## config.mk

```make
export PLATFORM = sky130hd
export DESIGN_NAME = pm_loader
export DESIGN_NICKNAME = d
export VERILOG_FILES = /design/src/rtl/pm_loader.sv
export SDC_FILE = /design/constraint.sdc
export NUM_CORES = 1
export LEC_CHECK = 0
export CAP_MARGIN = 20
export CELL_PAD_IN_SITES_DETAIL_PLACEMENT = 0
export CELL_PAD_IN_SITES_GLOBAL_PLACEMENT = 1
export CORE_MARGIN = 3
export CORE_UTILIZATION = 40
export DETAILED_ROUTE_END_ITERATION = 12
export GPL_TIMING_DRIVEN = 0
export HOLD_SLACK_MARGIN = 0.15
export PLACE_DENSITY_LB_ADDON = 0.1
export REMOVE_ABC_BUFFERS = 1
export SLEW_MARGIN = 10
export SYNTH_ARGS = -nofsm -noshare
export SYNTH_HDL_FRONTEND = slang
export SYNTH_SLANG_ARGS = --single-unit
```

## constraint.sdc

```tcl
create_clock -name clk -period 2.6 [get_ports clk]
set_input_delay 0.26 -clock clk [delete_from_list [all_inputs] [get_ports clk]]
set_output_delay 0.26 -clock clk [all_outputs]
set_load 0.02 [all_outputs]
```

## src/rtl/pm_loader.sv

```systemverilog
// Boot-time program-memory writer: assembles a big-endian byte stream into PM words
// and holds the program sequencer in reset until the whole image has been written.
module pm_loader #(
    parameter int unsigned PMA_SIZE = 16,
    parameter int unsigned PMD_SIZE = 32,
    parameter int unsigned CNT_SIZE = 16
) (
    input  logic                clk,
    input  logic                reset,
    input  logic [7:0]          host_dt,
    input  logic                host_vld,
    output logic                ldr_rdy,
    output logic                ldr_pm_cslt,
    output logic                ldr_pm_wrb,
    output logic [PMA_SIZE-1:0] ldr_pm_add,
    output logic [PMD_SIZE-1:0] ldr_pm_dt,
    output logic                ldr_ps_rst,
    output logic                ldr_done,
    output logic                ldr_err
);

    localparam int unsigned BPW = PMD_SIZE / 8;
    localparam int unsigned BCW = (BPW > 1) ? $clog2(BPW) : 1;

    typedef enum logic [2:0] {
        S_CNT_HI,
        S_CNT_LO,
        S_ADD_HI,
        S_ADD_LO,
        S_DATA,
        S_WRITE,
        S_DONE
    } state_t;

    state_t              state_q, state_d;
    logic [CNT_SIZE-1:0] cnt_q, cnt_d;
    logic [PMA_SIZE-1:0] addr_q, addr_d;
    logic [PMD_SIZE-1:0] word_q, word_d;
    logic [BCW-1:0]      bcnt_q, bcnt_d;

    logic                rdy_q, rdy_d;
    logic                wr_q, wr_d;
    logic [PMA_SIZE-1:0] add_out_q, add_out_d;
    logic [PMD_SIZE-1:0] dt_out_q, dt_out_d;
    logic                psrst_q, psrst_d;
    logic                done_q, done_d;
    logic                err_q, err_d;

    logic                accept_c;

    assign accept_c = host_vld && rdy_q;

    // Next-state, datapath and next-output logic; outputs are decoded from the next state
    // so that every output register lines up with the state it describes.
    always_comb begin
        state_d = state_q;
        cnt_d   = cnt_q;
        addr_d  = addr_q;
        word_d  = word_q;
        bcnt_d  = bcnt_q;
        err_d   = err_q;

        case (state_q)
            S_CNT_HI: if (accept_c) begin
                cnt_d   = CNT_SIZE'({cnt_q, host_dt});
                state_d = S_CNT_LO;
            end
            S_CNT_LO: if (accept_c) begin
                cnt_d   = CNT_SIZE'({cnt_q, host_dt});
                state_d = S_ADD_HI;
            end
            S_ADD_HI: if (accept_c) begin
                addr_d  = PMA_SIZE'({addr_q, host_dt});
                state_d = S_ADD_LO;
            end
            S_ADD_LO: if (accept_c) begin
                addr_d  = PMA_SIZE'({addr_q, host_dt});
                state_d = (cnt_q != '0) ? S_DATA : S_DONE;
            end
            S_DATA: if (accept_c) begin
                word_d = PMD_SIZE'({word_q, host_dt});
                if (bcnt_q == BCW'(BPW - 1)) begin
                    bcnt_d  = '0;
                    state_d = S_WRITE;
                end else begin
                    bcnt_d = BCW'(bcnt_q + 1'b1);
                end
            end
            S_WRITE: begin
                addr_d  = PMA_SIZE'(addr_q + 1'b1);
                cnt_d   = CNT_SIZE'(cnt_q - 1'b1);
                bcnt_d  = '0;
                state_d = (cnt_q != CNT_SIZE'(1)) ? S_DATA : S_DONE;
            end
            S_DONE: if (host_vld) begin
                err_d = 1'b1;
            end
            default: state_d = S_CNT_HI;
        endcase

        wr_d      = (state_d == S_WRITE);
        rdy_d     = (state_d != S_WRITE) && (state_d != S_DONE);
        done_d    = (state_d == S_DONE);
        psrst_d   = (state_d != S_DONE);
        add_out_d = wr_d ? addr_q : add_out_q;
        dt_out_d  = wr_d ? word_d : dt_out_q;
    end

    always_ff @(posedge clk) begin
        if (reset) begin
            state_q   <= S_CNT_HI;
            cnt_q     <= '0;
            addr_q    <= '0;
            word_q    <= '0;
            bcnt_q    <= '0;
            rdy_q     <= 1'b0;
            wr_q      <= 1'b0;
            add_out_q <= '0;
            dt_out_q  <= '0;
            psrst_q   <= 1'b1;
            done_q    <= 1'b0;
            err_q     <= 1'b0;
        end else begin
            state_q   <= state_d;
            cnt_q     <= cnt_d;
            addr_q    <= addr_d;
            word_q    <= word_d;
            bcnt_q    <= bcnt_d;
            rdy_q     <= rdy_d;
            wr_q      <= wr_d;
            add_out_q <= add_out_d;
            dt_out_q  <= dt_out_d;
            psrst_q   <= psrst_d;
            done_q    <= done_d;
            err_q     <= err_d;
        end
    end

    assign ldr_rdy     = rdy_q;
    assign ldr_pm_cslt = wr_q;
    assign ldr_pm_wrb  = wr_q;
    assign ldr_pm_add  = add_out_q;
    assign ldr_pm_dt   = dt_out_q;
    assign ldr_ps_rst  = psrst_q;
    assign ldr_done    = done_q;
    assign ldr_err     = err_q;

endmodule

```

==> Word-level counts from Yosys, hierarchy flattened <==
Index checks and enable logic that the tools add are counted.
{ "totals": {"register_bits": 122, "latch_bits": 0, "ramBits": 0, "rom_bits": 0, "inputBits": 11, "output_inout_bits": 54, "word_cells": 61, "memories": 0} }
{ "op_classes": {"addsub": 3, "n_mul": 0, "div": 0, "order_cmp": 0, "eq_ne": 15, "n_shift": 0, "mux": 18, "bitwise_logic": 0, "n_reduce_logical": 13} }
{ "op_table": {"columns": ["operator", "n"], "rows": [
  ["$mux W32", 2],
  ["$pmux W16 S2", 2],
  ["$mux W16", 2],
  ["$pmux W3 S7", 1],
  ["$mux W3", 6],
  ["$add A16 B1 Y16 const B", 1],
  ["$ne A16 B1 Y1 const B", 1],
  ["$reduce_bool A16 Y1", 1],
  ["$sub A16 B1 Y16 const B", 1],
  ["$eq A3 B3 Y1 const B", 5],
  ["$mux W2", 4],
  ["$reduce_and A2 Y1", 4],
  ["$eq A3 B2 Y1 const B", 2],
  ["$ne A3 B3 Y1 const B", 2],
  ["$reduce_bool A2 Y1", 3],
  ["$ne A2 B1 Y1 const B", 2],
  ["$pmux W2 S2", 1],
  ["$reduce_or A2 Y1", 2],
  ["$eq A3 B1 Y1 const B", 1],
  ["$logic_not A3 Y1", 1],
  ["$add A2 B1 Y2 const B", 1],
  ["$eq A2 B2 Y1 const B", 1],
  ["$logic_and A1 B1 Y1", 2],
  ["$ne A2 B2 Y1 const B", 1]
]} }

==> Longest topological paths before layout <==
{ "logic_depth": {"depth_word": 6, "mapped_depth": 8, "ltp_nobuf": 6} }

==> Least setup slack after synthesis <==
Ideal clock, no wire load.
{ "synth_timing": {"kind": "reg2reg", "start": "register cnt_q[2]", "end": "register cnt_q[13]", "setup_ps": 74, "t_arrival_ps": 2139, "required_ps": 2526, "slack_ps": 386, "stages_incl_launch_ff": 7, "path_buffers": 2, "period_less_slack_ps": 2214, "path_cell_list": "dfxtp_1 -> buf_6 -> or4_4 -> or4_1 -> buf_2 -> or4_1 -> a31oi_1"} }
{ "synth_between": {"elab_chain_len": 2} }
{ "synth_lines": {"columns": ["item", "line_no", "text"], "rows": [
  ["start, declared", "36", "logic [CNT_SIZE-1:0] cnt_q, cnt_d;"],
  ["start signal, assigned", "125", "cnt_q <= cnt_d;"],
  ["$sub A16 B1 Y16", "91", "cnt_d = CNT_SIZE'(cnt_q - 1'b1);"],
  ["$pmux W16 S2", "63", "case (state_q)"]
]} }
Every way passes these cells.
A chain may end at the register's enable or synchronous reset.

==> Worst setup path in the final report <==
Same ends and word-level chain as after synthesis.

==> qor.txt <==
status - completed
post-route ant nets - 0
clock sinks - 114
vias in the first global route - 4246
Final WS setup - 0.198 ns
final hold violation count - 0
grt met1 use - 25.9%
asr flop ratio synth - 0%
slowest stage cell, crit path - or4_4
first-pass GRT wire length - 21100 µm
top post-synthesis cells by count - nand2_1 (161), dfxtp_1 (114), a21oi_1 (93)
Syn Std Cell Area - 4790 µm²
clk_lat worst skew - 0.41 ns
busiest grt layer - met2
CP startpoint kind - flop
CTS Buf Count - 17
Chip Height - 115 µm
drt wl/cell - 15.6 µm
Post-Syn Instances - 611
initial antenna violation count - 0
Initial DRC Count - 323
CTS clk-pin slew, worst paths - 0.05 ns
via/cell ratio - 5.50
Antenna diodes - 0
Most common cell on crit path - or4_1
GR Overflow Total - 0
largest net degree at the start of global routing - 83
dpl cells - 770
ys flop type - dfxtp_1
Worst VDD drop - 0.410 mV
top cells by area, synth - dfxtp_1 (48%), nand2_1 (13%), a21oi_1 (9.7%)
CP Max Fanout - 9
DP Worst Slack - -0.0494 ns
# DRC - 0
Slew Viols, Final - 0
setup violators final - 0
# nets final - 663
dpl hpwl - 7750 µm
Arr. time, crit path - 2.74 ns
Worst Path Required - 2.93 ns
Post-synth EDFFs - 0
Core Area - 11600 µm²
min Tclk post-route - 2.40 ns
largest area contributor in the netlist - dfxtp_1
period utilisation layout - 92.4%
area grow syn2layout - 27.5%
#FFs+latches synth - 114
Placer Congestion - 0.814
chip width - 115 µm
Hold Path Class - in2reg
Finished Layout Cells - 799
buffers added on ports - 64
row cnt - 39
count of different cell masters after synthesis - 53
Synth top area share - 47.7%
Global Route met3 Usage - 4.84%
Initial Utilization - 41.4%
yosys warns - 0
Pre-Repair DR Iteration Count - 4
share of layout cells above drive strength 1 - 6.10%
Clock H-tree levels - 4
CP Capture Type - flop
Setup Skew - 0.00869 ns
RSZ-0062 raised after global routing - no
leak pwr - 0.00200 µW
CTS tree - done
die area - 13300 µm²
Worst-Margin Slew - 0.905 ns
most common cell in the netlist - nand2_1
Post CTS Setup Buffer Count - 0
GR Util All Layers - 20.1%
pwr dens - 695 nW/µm²
worst-path cell chain - or4_4, or4_1, or4_1, a31oi_1
fmax - 416 MHz
sequential share of the synthesized area - 47.7%
routed vias - 4391
routing usage on met2 - 31.9%
Max-slew headroom - 39.6%
Overall Power - 4240 µW
final wirelength - 12500 µm
Crit Path Class - reg2reg
max-cap viol count - 0
clk buf depth - 2
Avg Cell Area, Syn - 7.83 µm²
Worst path max stage delay - 0.61 ns
root buf cell - clkbuf_16
I/O pin count - 65
-- cell type report --
cell class	instances	area (µm²)
tap	143	179
fill	1142	5470
inverter	6	22.5
multi-input combinational	441	2320
clock inverter	6	108
clock buffer	22	464
timing repair buffer	67	721
sequential	114	2280
-- final timing paths --
kind | from | end | slack, ns | depth (start not counted)
max | cnt_q[2]$_SDFFE_PP0P_ | cnt_q[13]$_SDFFE_PP0P_ | 0.20 | 4
min | reset | ldr_pm_dt[26]$_SDFFE_PP0N_ | 0.26 | 2
min reg2reg | ldr_pm_dt[31]$_SDFFE_PP0N_ | ldr_pm_dt[31]$_SDFFE_PP0N_ | 0.45 | 2
max reg2reg | cnt_q[2]$_SDFFE_PP0P_ | cnt_q[13]$_SDFFE_PP0P_ | 0.20 | 4
-- logic make-up (layout without fill, tap and decap cells) --
kind of cell / after synthesis / count (layout) / share of synthesized area [%]
mux: 4 / 4 / 0.889
xor+xnor: 2 / 2 / 0.366
fa+ha+maj: 5 / 5 / 1.31
flops: 114 / 114 / 47.7
buf+inv: 57 / 101 / 4.73
compound gates: 153 / 153 / 18.6
simple gates: 276 / 277 / 26.4
-- worst max-delay path, delay by kind of cell, from the launching register on --
| kind | cells | cell delay [ns] |
|---|---|---|
| AOI/OAI and AO/OA | 1 | 0.18 |
| and+or+nand+nor | 3 | 1.77 |
| DFF | 1 | 0.38 |
-- metrics by stage --
step | cell area [µm²] | hold slack (ns) | setup TNS, ns | utilization, %
finish | 6100 | 0.259 | 0 | 52.7
global route | 6100 | 0.278 | 0 | 52.7
CTS | 6080 | 0.256 | 0 | 52.6
detailed placement | 5500 | 0.446 | -0.0494 | 47.6
global placement | 5400 | 0.441 | -163.71 | 46.7
floorplan | 4580 | 0.329 | 0 | -
-- placed cells by master, fill, tap and decap left out, types with 5 or more instances in the layout --
| cell | netlist | routed |
|---|---|---|
| a21oi_1 | 93 | 93 |
| a31oi_1 | 17 | 17 |
| clkbuf_16 | 0 | 17 |
| clkdlybuf4s50_1 | 0 | 63 |
| dfxtp_1 | 114 | 114 |
| ha_1 | 5 | 5 |
| inv_1 | 6 | 6 |
| nand2_1 | 161 | 160 |
| nand3_1 | 16 | 15 |
| nand4_1 | 6 | 6 |
| nor2_1 | 33 | 33 |
| nor3_1 | 12 | 12 |
| o211ai_1 | 6 | 6 |
| o21ai_0 | 11 | 11 |
| or3_1 | 7 | 7 |
| or4_1 | 9 | 9 |
-- timing repair --
action                     in CTS  in global routing
resized for setup               1                  4
setup endpoints to repair       2                 71
gates cloned                    1                  0
pin swaps                       1                  0
hold buffers                    0                  0
-- registers in the layout, indices dropped and copies added (netlist names) --
register / cells
ldr_pm_dt: 32
word_q: 24
addr_q: 16
cnt_q: 16
ldr_pm_add: 16
state_q: 3
bcnt_q: 2
ldr_done: 1
ldr_err: 1
ldr_pm_cslt: 1
ldr_ps_rst: 1
ldr_rdy: 1
-- layer usage --
layer | part of all wire [%] | wire, µm | vias to the layer above
li1 | - | - | 2204
met1 | 47 | 5830 | 2102
met2 | 48 | 5970 | 65
met3 | 3.6 | 444 | 20
met4 | 2.1 | 260 | 0
met5 | 0 | 0 | -
-- where the power goes --
group          switching, µW  total (µW)  internal, µW
Sequential              24.6        1790          1760
Clock                    758        2290          1530
Combinational            105         164          59.0
Total                    887        4240          3350
(Power assumes the default switching activity.)
